[src/rtl/mips_ctrl_pkg.sv]
// Shared encodings for the multicycle MIPS control unit.
// Latency: n/a (constants, types and one helper function only).
// Backpressure: n/a.
// Contents: FSM state enum, opcode/funct constants, ALUOp and ALU_control
// encodings, datapath mux selects and the packed control word.
package mips_ctrl_pkg;

  // State codes are architecturally visible on the debug port, so every
  // value is pinned explicitly rather than left to enum auto-numbering.
  typedef enum logic [3:0] {
    FETCH   = 4'd0,
    DECODE  = 4'd1,
    MEMADR  = 4'd2,
    MEMRD   = 4'd3,
    MEMWB   = 4'd4,
    MEMWR   = 4'd5,
    EXECUTE = 4'd6,
    ALUWB   = 4'd7,
    BRANCH  = 4'd8,
    ADDIEX  = 4'd9,
    ADDIWB  = 4'd10,
    JUMP    = 4'd11
  } state_t;

  // Opcodes (instr[31:26])
  localparam logic [5:0] OP_LW    = 6'b100011;
  localparam logic [5:0] OP_SW    = 6'b101011;
  localparam logic [5:0] OP_RTYPE = 6'b000000;
  localparam logic [5:0] OP_BEQ   = 6'b000100;
  localparam logic [5:0] OP_ADDI  = 6'b001000;
  localparam logic [5:0] OP_J     = 6'b000010;

  // R-type function codes (instr[5:0])
  localparam logic [5:0] FUNCT_ADD = 6'b100000;
  localparam logic [5:0] FUNCT_SUB = 6'b100010;
  localparam logic [5:0] FUNCT_AND = 6'b100100;
  localparam logic [5:0] FUNCT_OR  = 6'b100101;
  localparam logic [5:0] FUNCT_SLT = 6'b101010;

  // ALUOp: what the FSM asks of the ALU decoder
  localparam logic [1:0] ALUOP_ADD   = 2'b00;
  localparam logic [1:0] ALUOP_SUB   = 2'b01;
  localparam logic [1:0] ALUOP_FUNCT = 2'b10;
  localparam logic [1:0] ALUOP_RSVD  = 2'b11;

  // ALU_control: operation presented to the ALU
  localparam logic [2:0] ALU_ADD = 3'b010;
  localparam logic [2:0] ALU_SUB = 3'b110;
  localparam logic [2:0] ALU_AND = 3'b000;
  localparam logic [2:0] ALU_OR  = 3'b001;
  localparam logic [2:0] ALU_SLT = 3'b111;

  // ALU B-operand select
  localparam logic [1:0] SRCB_RD2     = 2'b00;
  localparam logic [1:0] SRCB_FOUR    = 2'b01;
  localparam logic [1:0] SRCB_IMM     = 2'b10;
  localparam logic [1:0] SRCB_IMM_SH2 = 2'b11;

  // Next-PC select
  localparam logic [1:0] PCSRC_ALU    = 2'b00;
  localparam logic [1:0] PCSRC_ALUOUT = 2'b01;
  localparam logic [1:0] PCSRC_JUMP   = 2'b10;

  // Everything the FSM drives from its current state, in one word.
  typedef struct packed {
    logic       iord;
    logic       ir_write;
    logic       mem_write;
    logic       reg_dest;
    logic       mem_to_reg;
    logic       reg_write;
    logic       alu_srca;
    logic [1:0] alu_srcb;
    logic [1:0] pc_src;
    logic [1:0] alu_op;
    logic       pc_write;
    logic       branch;
  } ctrl_t;

  // All enables off, ALU adding, operand selects at their zero codes.
  localparam ctrl_t CTRL_IDLE = '{
    iord:       1'b0,
    ir_write:   1'b0,
    mem_write:  1'b0,
    reg_dest:   1'b0,
    mem_to_reg: 1'b0,
    reg_write:  1'b0,
    alu_srca:   1'b0,
    alu_srcb:   SRCB_RD2,
    pc_src:     PCSRC_ALU,
    alu_op:     ALUOP_ADD,
    pc_write:   1'b0,
    branch:     1'b0
  };

  // Loads and stores share the address-calculation state.
  function automatic logic is_mem_op(input logic [5:0] opcode);
    return (opcode == OP_LW) || (opcode == OP_SW);
  endfunction

endpackage

[src/rtl/alu_decoder.sv]
// ALU operation decoder: maps the FSM's ALUOp plus the R-type funct field to ALU_control.
// Latency: purely combinational, zero cycles.
// Backpressure: none; output follows inputs continuously.
// Ports: ALUOp[1:0] from the FSM, funct[5:0] from the instruction register,
// ALU_control[2:0] to the ALU.
module alu_decoder
  import mips_ctrl_pkg::*;
(
  input  logic [1:0] ALUOp,
  input  logic [5:0] funct,
  output logic [2:0] ALU_control
);

  always_comb begin
    ALU_control = ALU_ADD;
    case (ALUOp)
      ALUOP_ADD: ALU_control = ALU_ADD;
      ALUOP_SUB: ALU_control = ALU_SUB;
      ALUOP_FUNCT: begin
        case (funct)
          FUNCT_ADD: ALU_control = ALU_ADD;
          FUNCT_SUB: ALU_control = ALU_SUB;
          FUNCT_AND: ALU_control = ALU_AND;
          FUNCT_OR:  ALU_control = ALU_OR;
          FUNCT_SLT: ALU_control = ALU_SLT;
          // Unsupported funct codes fall back to add so the ALU never sees
          // an undefined operation.
          default:   ALU_control = ALU_ADD;
        endcase
      end
      // The reserved encoding behaves like a plain add.
      default:   ALU_control = ALU_ADD;
    endcase
  end

endmodule

[src/rtl/multicycle_controller.sv]
// Multicycle MIPS control FSM (lw, sw, R-type, beq, addi, j).
// Latency: 3-5 cycles per instruction with mem_ready high; fetch, load read and store stall per cycle of mem_ready low.
// Backpressure: mem_ready low holds FETCH, MEMRD and MEMWR, keeping their access enables asserted.
// Ports: clk/reset (async, active-high); opcode, funct, zero, mem_ready in;
// pc_en plus datapath selects/enables, ALU_control and debug state out.
module multicycle_controller
  import mips_ctrl_pkg::*;
(
  input  logic       clk,
  input  logic       reset,
  input  logic [5:0] opcode,
  input  logic [5:0] funct,
  input  logic       zero,
  input  logic       mem_ready,
  output logic       pc_en,
  output logic       IorD,
  output logic       IR_write,
  output logic       mem_write,
  output logic       reg_dest,
  output logic       memtoReg,
  output logic       reg_write,
  output logic       ALU_srcA,
  output logic [1:0] ALU_srcB,
  output logic [1:0] PC_src,
  output logic [2:0] ALU_control,
  output logic [3:0] state
);

  state_t state_q;
  state_t state_d;
  ctrl_t  ctrl;

  // State register. Reset drops straight into FETCH without waiting for an
  // edge, which abandons any instruction in flight.
  always_ff @(posedge clk or posedge reset) begin
    if (reset) begin
      state_q <= FETCH;
    end else begin
      state_q <= state_d;
    end
  end

  // Next state and per-state control word.
  always_comb begin
    state_d = FETCH;
    ctrl    = CTRL_IDLE;
    case (state_q)
      FETCH: begin
        // PC+4 is computed every cycle, but IR and PC only load once the
        // instruction read actually completes.
        ctrl.alu_srcb = SRCB_FOUR;
        ctrl.alu_op   = ALUOP_ADD;
        ctrl.ir_write = mem_ready;
        ctrl.pc_write = mem_ready;
        state_d       = mem_ready ? DECODE : FETCH;
      end

      DECODE: begin
        // Speculatively form the branch target while registers are read.
        ctrl.alu_srcb = SRCB_IMM_SH2;
        ctrl.alu_op   = ALUOP_ADD;
        if (is_mem_op(opcode)) begin
          state_d = MEMADR;
        end else begin
          case (opcode)
            OP_RTYPE: state_d = EXECUTE;
            OP_BEQ:   state_d = BRANCH;
            OP_ADDI:  state_d = ADDIEX;
            OP_J:     state_d = JUMP;
            default:  state_d = FETCH;
          endcase
        end
      end

      MEMADR: begin
        ctrl.alu_srca = 1'b1;
        ctrl.alu_srcb = SRCB_IMM;
        ctrl.alu_op   = ALUOP_ADD;
        // Only lw and sw reach this state, so anything not lw is a store.
        state_d       = (opcode == OP_LW) ? MEMRD : MEMWR;
      end

      MEMRD: begin
        ctrl.iord = 1'b1;
        state_d   = mem_ready ? MEMWB : MEMRD;
      end

      MEMWB: begin
        ctrl.mem_to_reg = 1'b1;
        ctrl.reg_write  = 1'b1;
        state_d         = FETCH;
      end

      MEMWR: begin
        // The write strobe stays up for every cycle of the stall.
        ctrl.iord      = 1'b1;
        ctrl.mem_write = 1'b1;
        state_d        = mem_ready ? FETCH : MEMWR;
      end

      EXECUTE: begin
        ctrl.alu_srca = 1'b1;
        ctrl.alu_srcb = SRCB_RD2;
        ctrl.alu_op   = ALUOP_FUNCT;
        state_d       = ALUWB;
      end

      ALUWB: begin
        ctrl.reg_dest  = 1'b1;
        ctrl.reg_write = 1'b1;
        state_d        = FETCH;
      end

      BRANCH: begin
        // Compare by subtraction; the target formed in DECODE sits in ALUOut.
        ctrl.alu_srca = 1'b1;
        ctrl.alu_srcb = SRCB_RD2;
        ctrl.alu_op   = ALUOP_SUB;
        ctrl.pc_src   = PCSRC_ALUOUT;
        ctrl.branch   = 1'b1;
        state_d       = FETCH;
      end

      ADDIEX: begin
        ctrl.alu_srca = 1'b1;
        ctrl.alu_srcb = SRCB_IMM;
        ctrl.alu_op   = ALUOP_ADD;
        state_d       = ADDIWB;
      end

      ADDIWB: begin
        ctrl.reg_write = 1'b1;
        state_d        = FETCH;
      end

      JUMP: begin
        ctrl.pc_src   = PCSRC_JUMP;
        ctrl.pc_write = 1'b1;
        state_d       = FETCH;
      end

      // Unused codes 12-15 recover to FETCH with everything idle.
      default: begin
        state_d = FETCH;
      end
    endcase
  end

  alu_decoder u_alu_decoder (
    .ALUOp       (ctrl.alu_op),
    .funct       (funct),
    .ALU_control (ALU_control)
  );

  // During reset the state is already FETCH, but FETCH's two mem_ready
  // qualified enables must not leak through, so they are gated explicitly.
  assign IR_write  = ctrl.ir_write & ~reset;
  assign pc_en     = (ctrl.pc_write | (ctrl.branch & zero)) & ~reset;

  assign IorD      = ctrl.iord;
  assign mem_write = ctrl.mem_write;
  assign reg_dest  = ctrl.reg_dest;
  assign memtoReg  = ctrl.mem_to_reg;
  assign reg_write = ctrl.reg_write;
  assign ALU_srcA  = ctrl.alu_srca;
  assign ALU_srcB  = ctrl.alu_srcb;
  assign PC_src    = ctrl.pc_src;
  assign state     = state_q;

endmodule

[config.mk]
export PLATFORM = sky130hd
export DESIGN_NAME = multicycle_controller
export DESIGN_NICKNAME = d
export VERILOG_FILES = /design/src/rtl/mips_ctrl_pkg.sv /design/src/rtl/alu_decoder.sv /design/src/rtl/multicycle_controller.sv
export SDC_FILE = /design/constraint.sdc
export NUM_CORES = 1
export LEC_CHECK = 0
export BUFFER_PORTS_ARGS = -buffer_cell sky130_fd_sc_hd__buf_2
export CORE_MARGIN = 3
export CORE_UTILIZATION = 47
export CTS_CLUSTER_DIAMETER = 100
export DETAILED_ROUTE_END_ITERATION = 12
export PLACE_DENSITY_LB_ADDON = 0.25
export REMOVE_ABC_BUFFERS = 1
export SYNTH_ARGS = -nofsm -noshare
export SYNTH_HDL_FRONTEND = slang
export SYNTH_HIERARCHICAL = 1
export SYNTH_SLANG_ARGS = --single-unit
[constraint.sdc]
create_clock -name clk -period 5.3 [get_ports clk]
set_input_delay 1.325 -clock clk [delete_from_list [all_inputs] [get_ports clk]]
set_output_delay 1.325 -clock clk [all_outputs]
set_load 0.02 [all_outputs]
; Word-level counts from Yosys, hierarchy flattened
; Index checks and enable logic that the tools add are counted.
[word_totals]
out_inout_bits = 19
in_bits = 16
regBits = 4
wordCells = 56
[classes]
n_reduce_logical = 7
mux = 21
n_eq_ne = 22
bitwise_logic = 5
[ops]
columns = operator, n
row1 = == test 6 bit (second input constant), 6
row2 = case mux 4 bit (7 select lines), 1
row3 = == test 4 x 3 -> 1 bit (second input constant), 4
row4 = == test 4 bit (second input constant), 4
row5 = case mux 4 bit (4 select lines), 1
row6 = case mux 3 bit (4 select lines), 1
row7 = two-way mux 1 bit, 9
row8 = two-way mux 3 bit, 3
row9 = == test 4 x 2 -> 1 bit (second input constant), 2
row10 = case mux 2 bit (2 select lines), 2
row11 = == test 6 x 2 -> 1 bit (second input constant), 1
row12 = == test 6 x 3 -> 1 bit (second input constant), 1
row13 = == test 6 x 4 -> 1 bit (second input constant), 1
row14 = zero test 6 bit, 1
row15 = case mux 2 bit (3 select lines), 1
row16 = case mux 3 bit (2 select lines), 1
row17 = == test 4 x 1 -> 1 bit (second input constant), 1
row18 = zero test 4 bit, 1
row19 = two-way mux 4 bit, 1
row20 = OR reduction 2 bit, 2
row21 = OR reduction 4 bit, 1
row22 = AND 1 bit, 3
row23 = OR reduction 3 bit, 1
row24 = == test 2 x 1 -> 1 bit (second input constant), 1
row25 = 5 further kinds, 5

; Depth between registers and ports, before layout
; Gate-level depths: netlist of run 1.
[depth]
depth_word = 5
mapped_depth = 7
mapped_depth_nobuf = 6

; Hierarchy
; The synthesis of run 1 kept the hierarchy.
[by_module_without_submodules]
columns = module, instances, cells_per_inst, area_each_um2, seq_area_each_um2
row1 = multicycle_controller, 1, 71, 543.0, 100.1
row2 = alu_decoder, 1, 15, 118.9, 0.0

; Worst setup path after synthesis of run 1
; Ideal clock, no wire load.
[synth_path]
kind = in2out
from = input funct[0]
to = output ALU_control[2]
n_path_buf = 0
path_stages = 2
arrival_time_ps = 2032
slack_ps = 1943
cell_sequence = or3b_1 o22ai_1
[synth_via]
elab_chain_cells = 3
elab_cells_between_ends = 6
classes_between = eq/ne: 4 / mux: 2
[synth_rtl]
columns = item, line
row1 = "start, declared", multicycle_controller.sv:12  ; input logic [5:0] funct,
row2 = == test 6 bit, alu_decoder.sv:20  ; case (funct)
row3 = case mux 3 bit (4 select lines) *, alu_decoder.sv:20
row4 = case mux 3 bit (2 select lines) *, alu_decoder.sv:16  ; case (ALUOp)
row5 = "end, declared", multicycle_controller.sv:25  ; output logic [2:0] ALU_control,
; Every way passes the cells marked *; elsewhere a longest branch is shown, timed or not.

; Worst setup path in the final report of run 1
[layout_path]
from = register state_q[2] (netlist: state[2])
to = output ALU_control[2]
[layout_via]
elab_chain_cells = 4
elab_cells_between_ends = 6
classes_between = eq/ne: 4 / mux: 2
[layout_rtl]
columns = item, line
row1 = "start, declared", multicycle_controller.sv:29  ; state_t state_q;
row2 = "start signal, assigned", multicycle_controller.sv:39  ; state_q <= state_d;
row3 = == test 4 bit or == test 4 x 3 -> 1 bit (tied branches), multicycle_controller.sv:47  ; case (state_q)
row4 = case mux 2 bit (2 select lines) *, multicycle_controller.sv:47
row5 = == test 2 bit or == test 2 x 1 -> 1 bit (tied branches), alu_decoder.sv:16
row6 = case mux 3 bit (2 select lines) *, alu_decoder.sv:16
; Marks and branches as above.

==> impl_metrics.tcl, run 1 <==
set metrics [dict create \
    place_ws_ns 1.85 \
    syn_to_final_growth_pct 21.4 \
    grt_pass1_vias 624 \
    drt_iter0_markers 10 \
    synthAdderAreaFrac_pct 3.78 \
    antenna_found_initial 0 \
    ctsResizeCount 0 \
    largest_register_ffs 4 \
    die_w_um 43.5 \
    ys_ff_latch 4 \
    path_max_fanout 16 \
    root_buffer "clkbuf_4" \
    fin_ws_ns 1.61 \
    io_pins 35 \
    clock-sinks 4 \
    ys_seq_area_share_pct 15.1 \
    final_hold_viol_count 0 \
    synthMuxAreaShare_pct 0 \
    via_count 723 \
    htree_levels 1 \
    cts_post_setup_buffers_inserted 0 \
    design.die.area_um2 1890 \
    antenna_cells 0 \
    drtAntennaViolNets 0 \
    synth-warning-count 6 \
    drv_cap 0 \
    nets 134 \
    wl_per_cell_um 12.0 \
    dp_cells 125 \
    clk_pin_slew_ns 0.03 \
    grt_overflow 0 \
    grt_pass1_wl_mm 2.53 \
    ir_drop_v 0.000120 \
    tns_ns 0 \
    grt_max_degree 20 \
    drive_above_1_share_pct 36.0 \
    finalSetupViolCount 0 \
    powerDensity_nw_per_um2 234 \
    layoutNonFillerInstCount 128 \
    drtPass1Iterations 4 \
    cp-end-kind "primary output" \
    avgSynthCellArea_um2 7.70 \
    rows 12 \
    via_per_inst 5.65 \
    cts_buffer_depth 2 \
    status "finished, final reports clean" \
    reg2reg_depth 3 \
    rsz0062_at_grt "no" \
    die_h_um 43.5 \
    ys_types 38 \
    cts_buffers 3 \
    total_power_uw 188 \
    finalCritPeriodShare_pct 69.5 \
    worst_pin_slew_ns 0.515 \
    core_area_um2 1220 \
    hpwl_mm 1.19 \
    tritoncts "yes" \
    routed_wl_mm 1.54 \
    cts_hold_buf 0 \
    reg2reg_from "state[0]" \
    worstPathArrival_ns 2.36 \
    synthSimpleGateAreaFrac_pct 46.5 \
    grt_usage_pct 16.7 \
    gp_congestion 0.799 \
    finalMaxSlewViolations 0 \
    synthXorXnorAreaFrac_pct 2.65 \
    hold_class "flip-flop to flip-flop" \
    drc_errors 0 \
    io_buffers 34 \
    p_leak_nw 0.379 \
    start_util_pct 54.4 \
    slew_headroom_pct 65.6 \
    fmax_mhz 271 \
    whs_path_depth 2 \
    worstPathRequired_ns 3.97 \
    clock_latency_ns 0.23 \
    min_period_ns 3.69 \
    holdCritStartpoint "state[3]" \
    synth_compound_area_share_pct 18.7 \
    synth_top_family_by_area "simple AND/OR/NAND/NOR gates" \
    criticalPathCategory "flip-flop to primary output" \
    netlist_area_um2 662 \
    syn_inst 86 \
    cp-start-kind "flip-flop" \
    crit_start "state[2]" \
    clock_skew_ns 0.00164 \
]
## Yosys cell counts
| cell type | instances | area [um^2] |
|---|---|---|
| buf_2 | 1 | 5.00 |
| xnor2_1 | 1 | 8.76 |
| nor3b_1 | 3 | 22.5 |
| o21ai_1 | 2 | 10.0 |
| and3_1 | 1 | 6.26 |
| a211oi_1 | 2 | 15.0 |
| o211ai_1 | 1 | 7.51 |
| dfrtp_1 | 4 | 100 |
| nand3b_1 | 2 | 15.0 |
| nor2_1 | 9 | 33.8 |
| nand4_1 | 1 | 6.26 |
| a211oi_2 | 1 | 12.5 |
| buf_4 | 7 | 52.6 |
| nor3_1 | 5 | 25.0 |
| a21oi_1 | 5 | 25.0 |
| ha_1 | 2 | 25.0 |
| or3b_1 | 2 | 17.5 |
| nor4b_1 | 1 | 8.76 |
| a211o_1 | 1 | 8.76 |
| and4b_1 | 2 | 20.0 |
| nand4bb_1 | 2 | 22.5 |
| a31oi_1 | 1 | 6.26 |
| o31ai_1 | 1 | 7.51 |
| nor4b_2 | 2 | 30.0 |
| and2_1 | 1 | 6.26 |
| o21ai_0 | 2 | 10.0 |
| xor2_1 | 1 | 8.76 |
| nand2_1 | 2 | 7.51 |
| o22ai_1 | 2 | 12.5 |
| nand4bb_2 | 1 | 16.3 |
| nand3_1 | 1 | 5.00 |
| or2_0 | 1 | 6.26 |
| inv_1 | 5 | 18.8 |
| a2bb2oi_1 | 1 | 8.76 |
| and4_1 | 1 | 8.76 |
| buf_6 | 1 | 11.3 |
| nor4_1 | 1 | 6.26 |
| nand2b_1 | 7 | 43.8 |
## metrics by stage
stage / hold WS, ns / util, % / instance area (um^2)
2_1_floorplan: 0.756 / - / 593
3_3_place_gp: 0.743 / 64.2 / 781
3_5_place_dp: 0.743 / 64.2 / 781
4_1_cts: 0.750 / 66.0 / 803
5_1_grt: 0.782 / 66.0 / 803
6_report: 0.755 / 66.0 / 803
## worst max-delay path: stages, from the launching register on
cell and delay [ns]:
dfrtp_1 0.55, nand2b_1 0.30, nor3_1 0.29, inv_1 0.08, ha_1 0.34, nand4bb_1 0.23, o22ai_1 0.14, buf_2 0.19
## per-layer routing
| metal | GRT usage [%] | wire (um) | vias up |
|---|---|---|---|
| met5 | 0 | 0 | - |
| met4 | 7.83 | 0 | 0 |
| met3 | 0 | 115 | 0 |
| met2 | 26.8 | 719 | 32 |
| met1 | 23.3 | 703 | 317 |
| li1 | - | - | 374 |
## kinds of logic after synthesis
| kind of cell | count (synthesis) |
|---|---|
| AO/OA/AOI/OAI | 19 |
| adder cells (fa/ha/maj) | 2 |
| buffers and inverters | 14 |
| AND/OR/NAND/NOR | 45 |
| XOR/XNOR | 2 |
| flip-flops | 4 |
## path summary, 6_finish.rpt
| check | end | slack [ns] |
|---|---|---|
| setup / recovery | ALU_control[2] | 1.61 |
| hold / removal | state[3] | 0.76 |
| setup reg to reg | state[2] | 3.88 |
| hold reg to reg | state[3] | 0.76 |
| max in group asynchronous | state[3] | 4.16 |
| min in group asynchronous | state[1] | 0.99 |
## report_power, final
group,switching (mW),internal (mW),total [mW]
Combinational,0.0543,0.0428,0.0971
Sequential,0.0192,0.0348,0.0540
Clock,0.0116,0.0253,0.0368
## cells in the final DEF, fill, tap and decap left out, types with 3 or more instances in the layout
master	instances
nor3_1	5
clkbuf_4	3
inv_1	5
nand2b_1	7
nor3b_1	3
nor2_1	9
dfrtp_1	4
buf_2	34
a21oi_1	5
## final cells by class
class | instances | area, um^2
Tap cell | 14 | 17.5
Timing Repair Buffer | 34 | 170
Inverter | 5 | 18.8
Sequential cell | 4 | 100
Multi-Input combinational cell | 68 | 474
Clock buffer | 3 | 22.5
Fill cell | 119 | 413
Power figures use the tool's default switching activity.
==> run 2, diff against run 1 <==
--- a/config.mk
+++ b/config.mk
@@ -7,7 +7,7 @@
 export LEC_CHECK = 0
 export BUFFER_PORTS_ARGS = -buffer_cell sky130_fd_sc_hd__buf_2
 export CORE_MARGIN = 3
-export CORE_UTILIZATION = 47
+export CORE_UTILIZATION = 39
 export CTS_CLUSTER_DIAMETER = 100
 export DETAILED_ROUTE_END_ITERATION = 12
 export PLACE_DENSITY_LB_ADDON = 0.25
==> constraint.sdc (replaced) <==
create_clock -name clk -period 3.34 [get_ports clk]
set_input_delay 0.835 -clock clk [delete_from_list [all_inputs] [get_ports clk]]
set_output_delay 0.835 -clock clk [all_outputs]
set_load 0.02 [all_outputs]
==> run 2 against run 1 <==
  * Combinational power is 89% higher
  * First-iteration DRC count is 140% higher
  * Clock skew is 0.0015 ns higher
  * Via count is 1.2% higher
  * Final cell count is 3.1% higher
  * Global-route usage is 1.6 points lower
  * Critical endpoint unchanged
  * Total power is 65% higher
  * Non-clock buffer count is 2 higher
  * Clock power is 60% higher
  * Register-to-register slack worse by 1.9 ns
  * Hold slack worse by 0.25 ns
  * Die area is 18% higher
==> impl_metrics.tcl, run 2 (synthesis gave the netlist of run 1 again) <==
set metrics [dict create \
    status "finished, final reports clean" \
    cp-end-kind "primary output" \
    clock_latency_ns 0.23 \
    hold-worst-slack_ns 0.506 \
    antenna_found_initial 0 \
    grt_pass1_vias 569 \
    dp_cells 129 \
    placed_area_um2 798 \
    drtAntennaViolNets 0 \
    die_w_um 47.2 \
    finalCritPeriodShare_pct 92.8 \
    grt_max_degree 18 \
    criticalPathCategory "flip-flop to primary output" \
    die_h_um 47.2 \
    clock-sinks 4 \
    drv_cap 0 \
    min_period_ns 3.10 \
    routed_wl_mm 1.61 \
    final_hold_viol_count 0 \
    grt_usage_pct 15.1 \
    core_area_um2 1560 \
    largest_register_ffs 4 \
    power_frac_seq_pct 21.8 \
    design.die.area_um2 2230 \
    worst_pin_slew_ns 0.529 \
    drive_above_1_share_pct 37.1 \
    rows 14 \
    finalSetupViolCount 0 \
    pwr-share-clk_pct 18.9 \
    worstPathRequired_ns 2.50 \
    design_area_um2 821 \
    hpwl_mm 1.29 \
    cp-start-kind "flip-flop" \
    ctsResizeCount 0 \
    grt_overflow 0 \
    swShare_pct 45.1 \
    clk_pin_slew_ns 0.04 \
    p_leak_nw 0.389 \
    cts_buffers 3 \
    cts_buffer_depth 2 \
    via_count 732 \
    finalMaxSlewViolations 0 \
    io_buffers 34 \
    via_per_inst 5.55 \
    antenna_cells 0 \
    layout_common_cells "buf_2, nor2_1, nand2b_1" \
    layoutNonFillerInstCount 132 \
    path_max_fanout 13 \
    drt_iter0_markers 24 \
    internal_power_uw 170 \
    ir_drop_v 0.000273 \
    io_pins 35 \
    hold_class "input port to async pin" \
    cts_hold_buf 0 \
    wl_per_cell_um 12.2 \
    final_common_cell "buf_2" \
    drc_errors 0 \
    worstPathArrival_ns 2.26 \
    grt_pass1_wl_mm 2.50 \
    drtPass1Iterations 4 \
    switchingPower_uw 140 \
    rsz0062_at_grt "no" \
    gp_congestion 0.812 \
    htree_levels 1 \
    start_util_pct 42.5 \
    slew_headroom_pct 64.7 \
    fmax_mhz 323 \
    root_buffer "clkbuf_4" \
    nets 136 \
    clock_skew_ns 0.00315 \
    syn_to_final_growth_pct 24.0 \
    combinationalPowerShare_pct 59.3 \
    tritoncts "yes" \
    cts_post_setup_buffers_inserted 0 \
    tns_ns 0 \
    powerDensity_nw_per_um2 378 \
]
## run 2: per-layer routing
layer | vias up | wire length (um) | GRT usage [%]
li1 | 372 | - | -
met1 | 329 | 773 | 23.7
met2 | 31 | 702 | 21.1
met3 | 0 | 133 | 2.30
met4 | 0 | 0 | 3.31
met5 | - | 0 | 0
## run 2: layout make-up
cell class | count | area, um^2
clock buffer | 3 | 22.5
fill | 161 | 738
inverter | 5 | 18.8
multi-input combinational | 68 | 474
sequential | 4 | 100
tap | 16 | 20.0
timing repair buffer | 36 | 185
## run 2: power groups by stage
| stage | logic [mW] | registers (mW) | clock network (mW) |
|---|---|---|---|
| 3_3_place_gp | 0.181 | 0.0681 | 0 |
| 6_report | 0.184 | 0.0676 | 0.0587 |
| 5_1_grt | 0.204 | 0.0693 | 0.0678 |
| 3_5_place_dp | 0.184 | 0.0682 | 0 |
| 2_1_floorplan | 0.0992 | 0.0877 | 0 |
| 4_1_cts | 0.185 | 0.0675 | 0.0619 |
## run 2: worst max-delay path: stages (launching register included)
cell and delay [ns]:
dfrtp_1 0.56, nand2b_1 0.20, nor3_1 0.29, inv_1 0.08
ha_1 0.34, nand4bb_1 0.23, o22ai_1 0.14, buf_2 0.19
## run 2: path summary, 6_finish.rpt
| check | startpoint | endpoint | slack [ns] | cells after the start |
|---|---|---|---|---|
| worst max-delay path | state[3] | ALU_control[2] | 0.24 | 7 |
| worst min-delay path | reset | state[0] | 0.51 | 2 |
| max in group asynchronous | reset | state[1] | 2.67 | 2 |
| worst min register to register | state[2] | state[3] | 0.66 | 2 |
| min in group clk | state[2] | state[3] | 0.66 | 2 |
| worst max register to register | state[1] | state[2] | 1.94 | 3 |
## run 2: metrics by stage
step | worst slack [ns] | util (%) | total power, mW
2_1_floorplan | 0.0278 | - | 0.187
3_3_place_gp | 0.589 | 51.2 | 0.249
3_5_place_dp | 0.503 | 51.2 | 0.253
4_1_cts | 0.235 | 52.6 | 0.314
5_1_grt | 0.0538 | 52.6 | 0.341
6_report | 0.242 | 52.6 | 0.310
